$ cat src/rtl/instr_encoder.sv
// Instruction encoder: accepts one instruction request at a time, encodes it
// into a 32-bit MIPS-style word and writes it to sequential instruction-memory
// addresses. Illegal opcodes and a write past the last address raise a sticky
// error. A program load ends in DONE and is held there until clear or reset.
module instr_encoder (
    input  logic        clk,
    input  logic        rst_n,
    input  logic        clear,
    input  logic        in_valid,
    output logic        in_ready,
    input  logic [3:0]  in_op,
    input  logic [4:0]  in_rs,
    input  logic [4:0]  in_rt,
    input  logic [4:0]  in_rd,
    input  logic [15:0] in_imm,
    input  logic        in_last,
    output logic        mem_we,
    output logic [7:0]  mem_addr,
    output logic [31:0] mem_wdata,
    output logic        done,
    output logic        err,
    output logic [8:0]  count
);

    typedef enum logic [1:0] {
        ST_IDLE  = 2'd0,
        ST_WRITE = 2'd1,
        ST_DONE  = 2'd2
    } state_t;

    typedef enum logic [3:0] {
        OP_ADD  = 4'd0,
        OP_AND  = 4'd1,
        OP_OR   = 4'd2,
        OP_SUB  = 4'd3,
        OP_SLT  = 4'd4,
        OP_ADDI = 4'd5,
        OP_SW   = 4'd6,
        OP_LW   = 4'd7,
        OP_BEQ  = 4'd8
    } op_t;

    localparam logic [7:0] LAST_ADDR = 8'hFF;

    state_t      state;
    state_t      state_next;
    logic [7:0]  next_addr;   // address the next legal instruction will use
    logic        pend_last;   // in_last of the word currently being written
    logic        accept;
    logic        op_legal;
    logic [31:0] enc_word;

    // A transfer happens only in IDLE and never in a cycle where clear wins.
    assign in_ready = (state == ST_IDLE) && !clear;
    assign accept   = in_valid && in_ready;

    // Encode the request currently on the inputs and flag illegal opcodes.
    // NOTE: every output of a combinational block gets a default first so no
    // path through the case leaves it unassigned, which would infer a latch.
    always_comb begin
        enc_word = 32'h0000_0000;
        op_legal = 1'b1;
        case (in_op)
            OP_ADD:  enc_word = {6'b000000, in_rs, in_rt, in_rd, 5'b00000, 6'b100000};
            OP_AND:  enc_word = {6'b000000, in_rs, in_rt, in_rd, 5'b00000, 6'b100100};
            OP_OR:   enc_word = {6'b000000, in_rs, in_rt, in_rd, 5'b00000, 6'b100101};
            OP_SUB:  enc_word = {6'b000000, in_rs, in_rt, in_rd, 5'b00000, 6'b100010};
            OP_SLT:  enc_word = {6'b000000, in_rs, in_rt, in_rd, 5'b00000, 6'b101010};
            OP_ADDI: enc_word = {6'b001000, in_rs, in_rt, in_imm};
            OP_SW:   enc_word = {6'b101011, in_rs, in_rt, in_imm};
            OP_LW:   enc_word = {6'b100011, in_rs, in_rt, in_imm};
            OP_BEQ:  enc_word = {6'b000100, in_rs, in_rt, in_imm};
            default: op_legal = 1'b0;
        endcase
    end

    // State register; reset drops straight to IDLE, which also kills mem_we.
    // NOTE: sequential state is updated with non-blocking assignments so every
    // register samples the values from before the edge, independent of order.
    always_ff @(posedge clk or negedge rst_n) begin
        if (!rst_n) begin
            state <= ST_IDLE;
        end else begin
            state <= state_next;
        end
    end

    // Next-state selection and state-decoded outputs.
    always_comb begin
        state_next = state;
        mem_we     = 1'b0;
        done       = 1'b0;
        case (state)
            ST_IDLE: begin
                if (accept) begin
                    if (op_legal) begin
                        state_next = ST_WRITE;
                    end else if (in_last) begin
                        state_next = ST_DONE;
                    end else begin
                        state_next = ST_IDLE;
                    end
                end
            end
            ST_WRITE: begin
                mem_we = 1'b1;
                if (pend_last || (mem_addr == LAST_ADDR)) begin
                    state_next = ST_DONE;
                end else begin
                    state_next = ST_IDLE;
                end
            end
            ST_DONE: begin
                done = 1'b1;
            end
            default: begin
                state_next = ST_IDLE;
            end
        endcase
        if (clear) begin
            state_next = ST_IDLE;
        end
    end

    // Write-port registers, address/count bookkeeping and the sticky error.
    always_ff @(posedge clk or negedge rst_n) begin
        if (!rst_n) begin
            mem_addr  <= 8'h00;
            mem_wdata <= 32'h0000_0000;
            next_addr <= 8'h00;
            pend_last <= 1'b0;
            count     <= 9'd0;
            err       <= 1'b0;
        end else if (clear) begin
            // Restart of a program load; an in-flight write is dropped uncounted.
            mem_addr  <= 8'h00;
            mem_wdata <= 32'h0000_0000;
            next_addr <= 8'h00;
            pend_last <= 1'b0;
            count     <= 9'd0;
            err       <= 1'b0;
        end else begin
            if (accept) begin
                if (op_legal) begin
                    mem_addr  <= next_addr;
                    mem_wdata <= enc_word;
                    pend_last <= in_last;
                end else begin
                    err <= 1'b1;
                end
            end
            if (state == ST_WRITE) begin
                count <= count + 9'd1;
                if (mem_addr == LAST_ADDR) begin
                    // Memory is full: no wrap, and running out without in_last
                    // is an overflow.
                    if (!pend_last) begin
                        err <= 1'b1;
                    end
                end else begin
                    next_addr <= mem_addr + 8'd1;
                end
            end
        end
    end

endmodule
$ cat config.mk
export PLATFORM = sky130hd
export DESIGN_NAME = instr_encoder
export DESIGN_NICKNAME = d
export VERILOG_FILES = /design/src/rtl/instr_encoder.sv
export SDC_FILE = /design/constraint.sdc
export NUM_CORES = 1
export LEC_CHECK = 0
export BUFFER_PORTS_ARGS = -buffer_cell sky130_fd_sc_hd__buf_2
export CAP_MARGIN = 20
export CORE_UTILIZATION = 45
export CTS_CLUSTER_DIAMETER = 150
export CTS_CLUSTER_SIZE = 14
export DETAILED_ROUTE_END_ITERATION = 12
export HOLD_SLACK_MARGIN = 0.08
export MAX_ROUTING_LAYER = met4
export PLACE_DENSITY = 0.69
export SLEW_MARGIN = 20
export SYNTH_ARGS = -nofsm -noshare
export SYNTH_HDL_FRONTEND = slang
export SYNTH_SLANG_ARGS = --single-unit
$ cat constraint.sdc
create_clock -name clk -period 3.3 [get_ports clk]
set_clock_uncertainty 0.1 [all_clocks]
set_input_delay 0.66 -clock clk [delete_from_list [all_inputs] [get_ports clk]]
set_output_delay 0.66 -clock clk [all_outputs]
set_load 0.05 [all_outputs]
After elaboration in Yosys (flattened, before gate mapping)
Index checks and enable logic that the tools add are counted.
{"block": "totals", "reg_bits": 61, "in_bits": 40, "wordCells": 66}
{"block": "op_classes", "add_sub_neg": 2, "n_eq_ne": 14, "mux": 30, "n_reduce_logical": 13}
{"operator": "one-hot mux 32 bit (9 select lines)", "n": 1}
{"operator": "2-to-1 mux 32 bit", "n": 3}
{"operator": "2-to-1 mux 8 bit", "n": 6}
{"operator": "2-to-1 mux 9 bit", "n": 2}
{"operator": "equality test 4 x 3 -> 1 bit, second input constant", "n": 4}
{"operator": "2-to-1 mux 1 bit", "n": 12}
{"operator": "2-to-1 mux 2 bit", "n": 5}
{"operator": "adder 9 x 1 -> 9 bit, second input constant", "n": 1}
{"operator": "OR reduction 9 bit", "n": 1}
{"operator": "adder 8 x 1 -> 8 bit, second input constant", "n": 1}
{"operator": "equality test 4 x 2 -> 1 bit, second input constant", "n": 2}
{"operator": "equality test 8 bit, second input constant", "n": 1}
{"operator": "one-hot mux 2 bit (3 select lines)", "n": 1}
{"operator": "AND reduction 2 bit", "n": 3}
{"operator": "nonzero test 2 bit", "n": 3}
{"operator": "equality test 4 x 1 -> 1 bit, second input constant", "n": 1}
{"operator": "equality test 4 bit, second input constant", "n": 1}
{"operator": "zero test 4 bit", "n": 1}
{"operator": "!= test 2 bit, second input constant", "n": 2}
{"operator": "!= test 3 bit, second input constant", "n": 1}
{"operator": "equality test 2 x 1 -> 1 bit, second input constant", "n": 1}
{"operator": "equality test 2 bit, second input constant", "n": 1}
{"operator": "logical AND 1 bit", "n": 2}
{"operator": "zero test 2 bit", "n": 1}
{"operator": "2 further kinds", "n": 2}

Depth between registers and ports, before layout
{"block": "logic_depth", "ltp_word": 9, "ltp_mapped": 7}

Worst setup path after synthesis
No wires, ideal clock.
{"block": "synth_path", "path_type": "input to register", "startpoint": "input port clear", "endpoint": "register mem_wdata[5]", "setup_ns": 0.094, "arrival_time_ns": 2.714, "t_required_ns": 3.106, "path_slack_ns": 0.392, "cell_stages": 6, "path_buffers": 2, "cell_sequence": "buf_2 > nor3_1 > and2_1 > clkbuf_1 > a21oi_1 > a211oi_1"}
{"block": "synth_between", "elab_chain_cells": 5, "elab_cells_between_ends": 7}
{"element": "start, declared", "line": "8", "rtl": "input logic clear,"}
{"element": "zero test 1 bit", "line": "54", "rtl": "assign in_ready = (state == ST_IDLE) && !clear;"}
{"element": "logical AND 1 bit", "line": "54"}
{"element": "net in_ready", "line": "10", "rtl": "output logic in_ready,"}
{"element": "logical AND 1 bit", "line": "55", "rtl": "assign accept = in_valid && in_ready;"}
{"element": "nonzero test 2 bit (no line)"}
{"element": "AND reduction 2 bit (no line)"}
{"element": "end signal, assigned", "line": "146", "rtl": "mem_wdata <= enc_word;"}
{"element": "end, declared", "line": "19", "rtl": "output logic [31:0] mem_wdata,"}
The timed path passes the listed nets, and every way through them passes these cells.
A chain may end at the register's enable or synchronous reset.

Worst setup path in the final report
{"block": "layout_path", "startpoint": "register state[0]", "endpoint": "output port mem_we"}
{"block": "layout_between", "elab_chain_cells": 2}
{"element": "start, declared", "line": "45", "rtl": "state_t state;"}
{"element": "start signal, assigned", "line": "84", "rtl": "state <= state_next;"}
{"element": "equality test 2 x 1 -> 1 bit", "line": "93", "rtl": "case (state)"}
{"element": "2-to-1 mux 1 bit", "line": "93"}
{"element": "end, declared", "line": "17", "rtl": "output logic mem_we,"}
Every way passes these cells.

==> qor.yml <==
synth_nets: 350
regArea_mm2: 0.00145
synth_cells: 308
cts_setup_buffers: 0
die_area_mm2: 0.00666
crit_family: "buffers and inverters"
gr-total-overflow: 0
fin_nets: 431
dieHeight_um: 81.6
rsz0062_at_grt: "no"
rows: 28
grt_usage: 0.227
ctsHoldBuffers: 0
worst_pin_slew_ns: 0.793
num_io_pins: 93
critPathBufInv: 2
synth_area_leaders: "dfrtp_1 51%, nand2_1 6.4%, a21oi_1 4.7%"
power.leakage_nw: 1.79
fin_tns_setup_ns: 0
critical_path.endpoint_type: "primary output"
crit_start: "state[0]"
startpoint_type: "flop"
ys.warnings.count: 0
worstPathArrival_ns: 1.58
finalMaxSlewViolations: 0
critPathKind: "reg2out"
layout-drive-gt1-share: 0.292
fillers: 530
crit_cells: 3
routabilityCongestion: 0.730
cap_violations: 0
ys_seq_area_frac: 0.509
cts_tree: "built"
numCtsBuffers: 9
timing.rr.end: "mem_wdata[27]"
vias_per_cell: 5.41
r2r_cells: 5
io_buffers: 91
die-width_um: 81.6
antenna_found_initial: 0
cpMaxStageDelayCell: "dfrtp_1"
ys.flop_type: "dfrtp_1"
synth.avg_cell_area_um2: 9.26
start_util: 0.473
syn2layout_area_growth_pct: 24.8
grt_pass1_wl_mm: 10.9
multi_input_area_mm2: 0.00128
place_hpwl_mm: 4.64
synth_top_cell_area_share: 0.509
synthArstFlopShare: 1.00
antenna_cells: 0
ant_nets: 0
synth_area_mm2: 0.00285
cts_repair_resize_count: 0
min_period_over_period: 0.708
drc: 0
clock.fmax_mhz: 428
max-vdd-ir-drop_mv: 0.342
relSlewSlack: 0.471
crit_fanout: 7
finalSetupViolations: 0
insertion_delay_ns: 0.34
cpPeakStageDelay_ns: 0.43
cts_root_buffer: "clkbuf_8"
worstHoldPathType: "in2async"
path_cells: "nor2b_1 > buf_4 > buf_2"
vias: 2535
yosys.area.top_type: "dfrtp_1"
r2r_slack_ns: 1.22
drtIter0Drc: 127
fp.coreArea_mm2: 0.00603
status: "completed"
synth-edff-count: 0
htreeDepth: 3
p_per_area_mw_per_mm2: 506
crit_end: "mem_we"
grt_max_degree: 42
grt_pass1_vias: 2338
clk_pin_slew_ns: 0.07
clockBufferDepth: 2
synth_seq_cells: 58
clock_sinks: 58
final_util: 0.591
wirelength_mm: 6.89
cp.required_ns: 2.54
fin_crit_ns: 2.34
avgRoutedWirePerCell_um: 14.7
drt_first_pass_iters: 4
ys_types: 44
hold_viol_final: 0
rr_startpoint: "state[0]"
-- layer usage --
metal  track usage  vias to the layer above  wire (um)
met4        0.0895                        0         45
met5             -                        -          0
met2         0.342                       82       3190
met3        0.0678                        4        442
met1         0.286                     1212       3200
li1              -                     1237          -
-- sequential cells by signal, indices dropped and copies added (netlist names) --
register   flops
err            1
next_addr      8
pend_last      1
count          9
state          2
mem_wdata     29
mem_addr       8
-- placed cells by master (no fill, tap or decap), types with 2 or more instances in the layout --
cell type,synthesis,layout
ha_1,2,2
bufinv_16,0,2
a22o_1,6,6
nor3_1,6,6
nand3_1,6,6
inv_1,2,2
dfrtp_1,58,58
o22a_1,5,5
nand2b_1,3,3
o21ai_0,26,26
nor2b_1,4,4
clkbuf_8,0,12
o22ai_1,7,7
nor2_1,20,20
xnor2_1,4,4
a21o_1,3,3
nand4_1,3,3
o2bb2ai_1,8,8
a21oi_1,27,27
nand2_1,49,49
or3_1,2,2
buf_4,3,5
nand3b_1,5,5
and2_1,2,2
xor2_1,10,10
nor3b_1,2,2
and3_1,6,6
or2_2,2,2
buf_2,6,91
-- layout make-up --
type / count / share of cell area
Clock inverter: 4 / 0.0204
Sequential cell: 58 / 0.408
Timing Repair Buffer: 96 / 0.138
Multi-Input combinational cell: 222 / 0.359
Clock buffer: 12 / 0.0464
Tap cell: 75 / 0.0264
Inverter: 2 / 0.00211
-- worst min-delay path by stage --
stage / slack [ns] / to / cells after the start
5_1_grt: 0.16 / count[3] / 1
4_1_cts: 0.15 / count[5] / 1
3_5_place_dp: 0.38 / next_addr[2] / 1
3_3_place_gp: 0.36 / mem_addr[0] / 2
6_report: 0.14 / count[5] / 1
2_1_floorplan: 0.26 / count[0] / 0
-- worst register-to-register path: cells and delay by family, from the launching register on --
kind | cells | cell delay, ns
DFF | 1 | 0.43
and+or+nand+nor | 2 | 0.80
AOI/OAI and AO/OA | 2 | 0.34
buffers and inverters | 1 | 0.32
-- where the power goes --
group,internal [mW],total (mW),switching [mW]
Combinational,0.0763,0.277,0.201
Clock,0.486,0.771,0.285
Sequential,0.736,0.752,0.0161
-- through the flow --
stage	std cells	hold slack, ns	instance area [um2]	total power, mW	worst slack [ns]
after floorplan	308	0.264	2850	0.955	0.392
after global placement	453	0.357	3320	1.04	0.808
after detailed placement	453	0.377	3320	1.04	0.744
after CTS	469	0.146	3560	1.81	0.973
after global routing	469	0.155	3560	1.88	0.855
final	469	0.139	3560	1.80	0.965
-- kinds of logic (layout without fill, tap and decap cells) --
family	after synthesis	after routing	synth area share
flops	58	58	0.509
xor+xnor	14	14	0.0430
mux	1	1	0.00351
other cells	1	1	0.00131
compound gates	90	90	0.200
fa+ha+maj	2	2	0.00877
simple gates	114	114	0.191
buf+inv	28	114	0.0439
-- Yosys cell counts (4+ instances only) --
cell	count
dfrtp_1	58
nand2_1	49
a21oi_1	27
o21ai_0	26
nor2_1	20
clkbuf_1	12
xor2_1	10
o2bb2ai_1	8
o22ai_1	7
a22o_1	6
and3_1	6
buf_2	6
nand3_1	6
nor3_1	6
nand3b_1	5
o22a_1	5
buf_1	4
nor2b_1	4
xnor2_1	4
No activity file was read; power rests on OpenSTA's default activity.
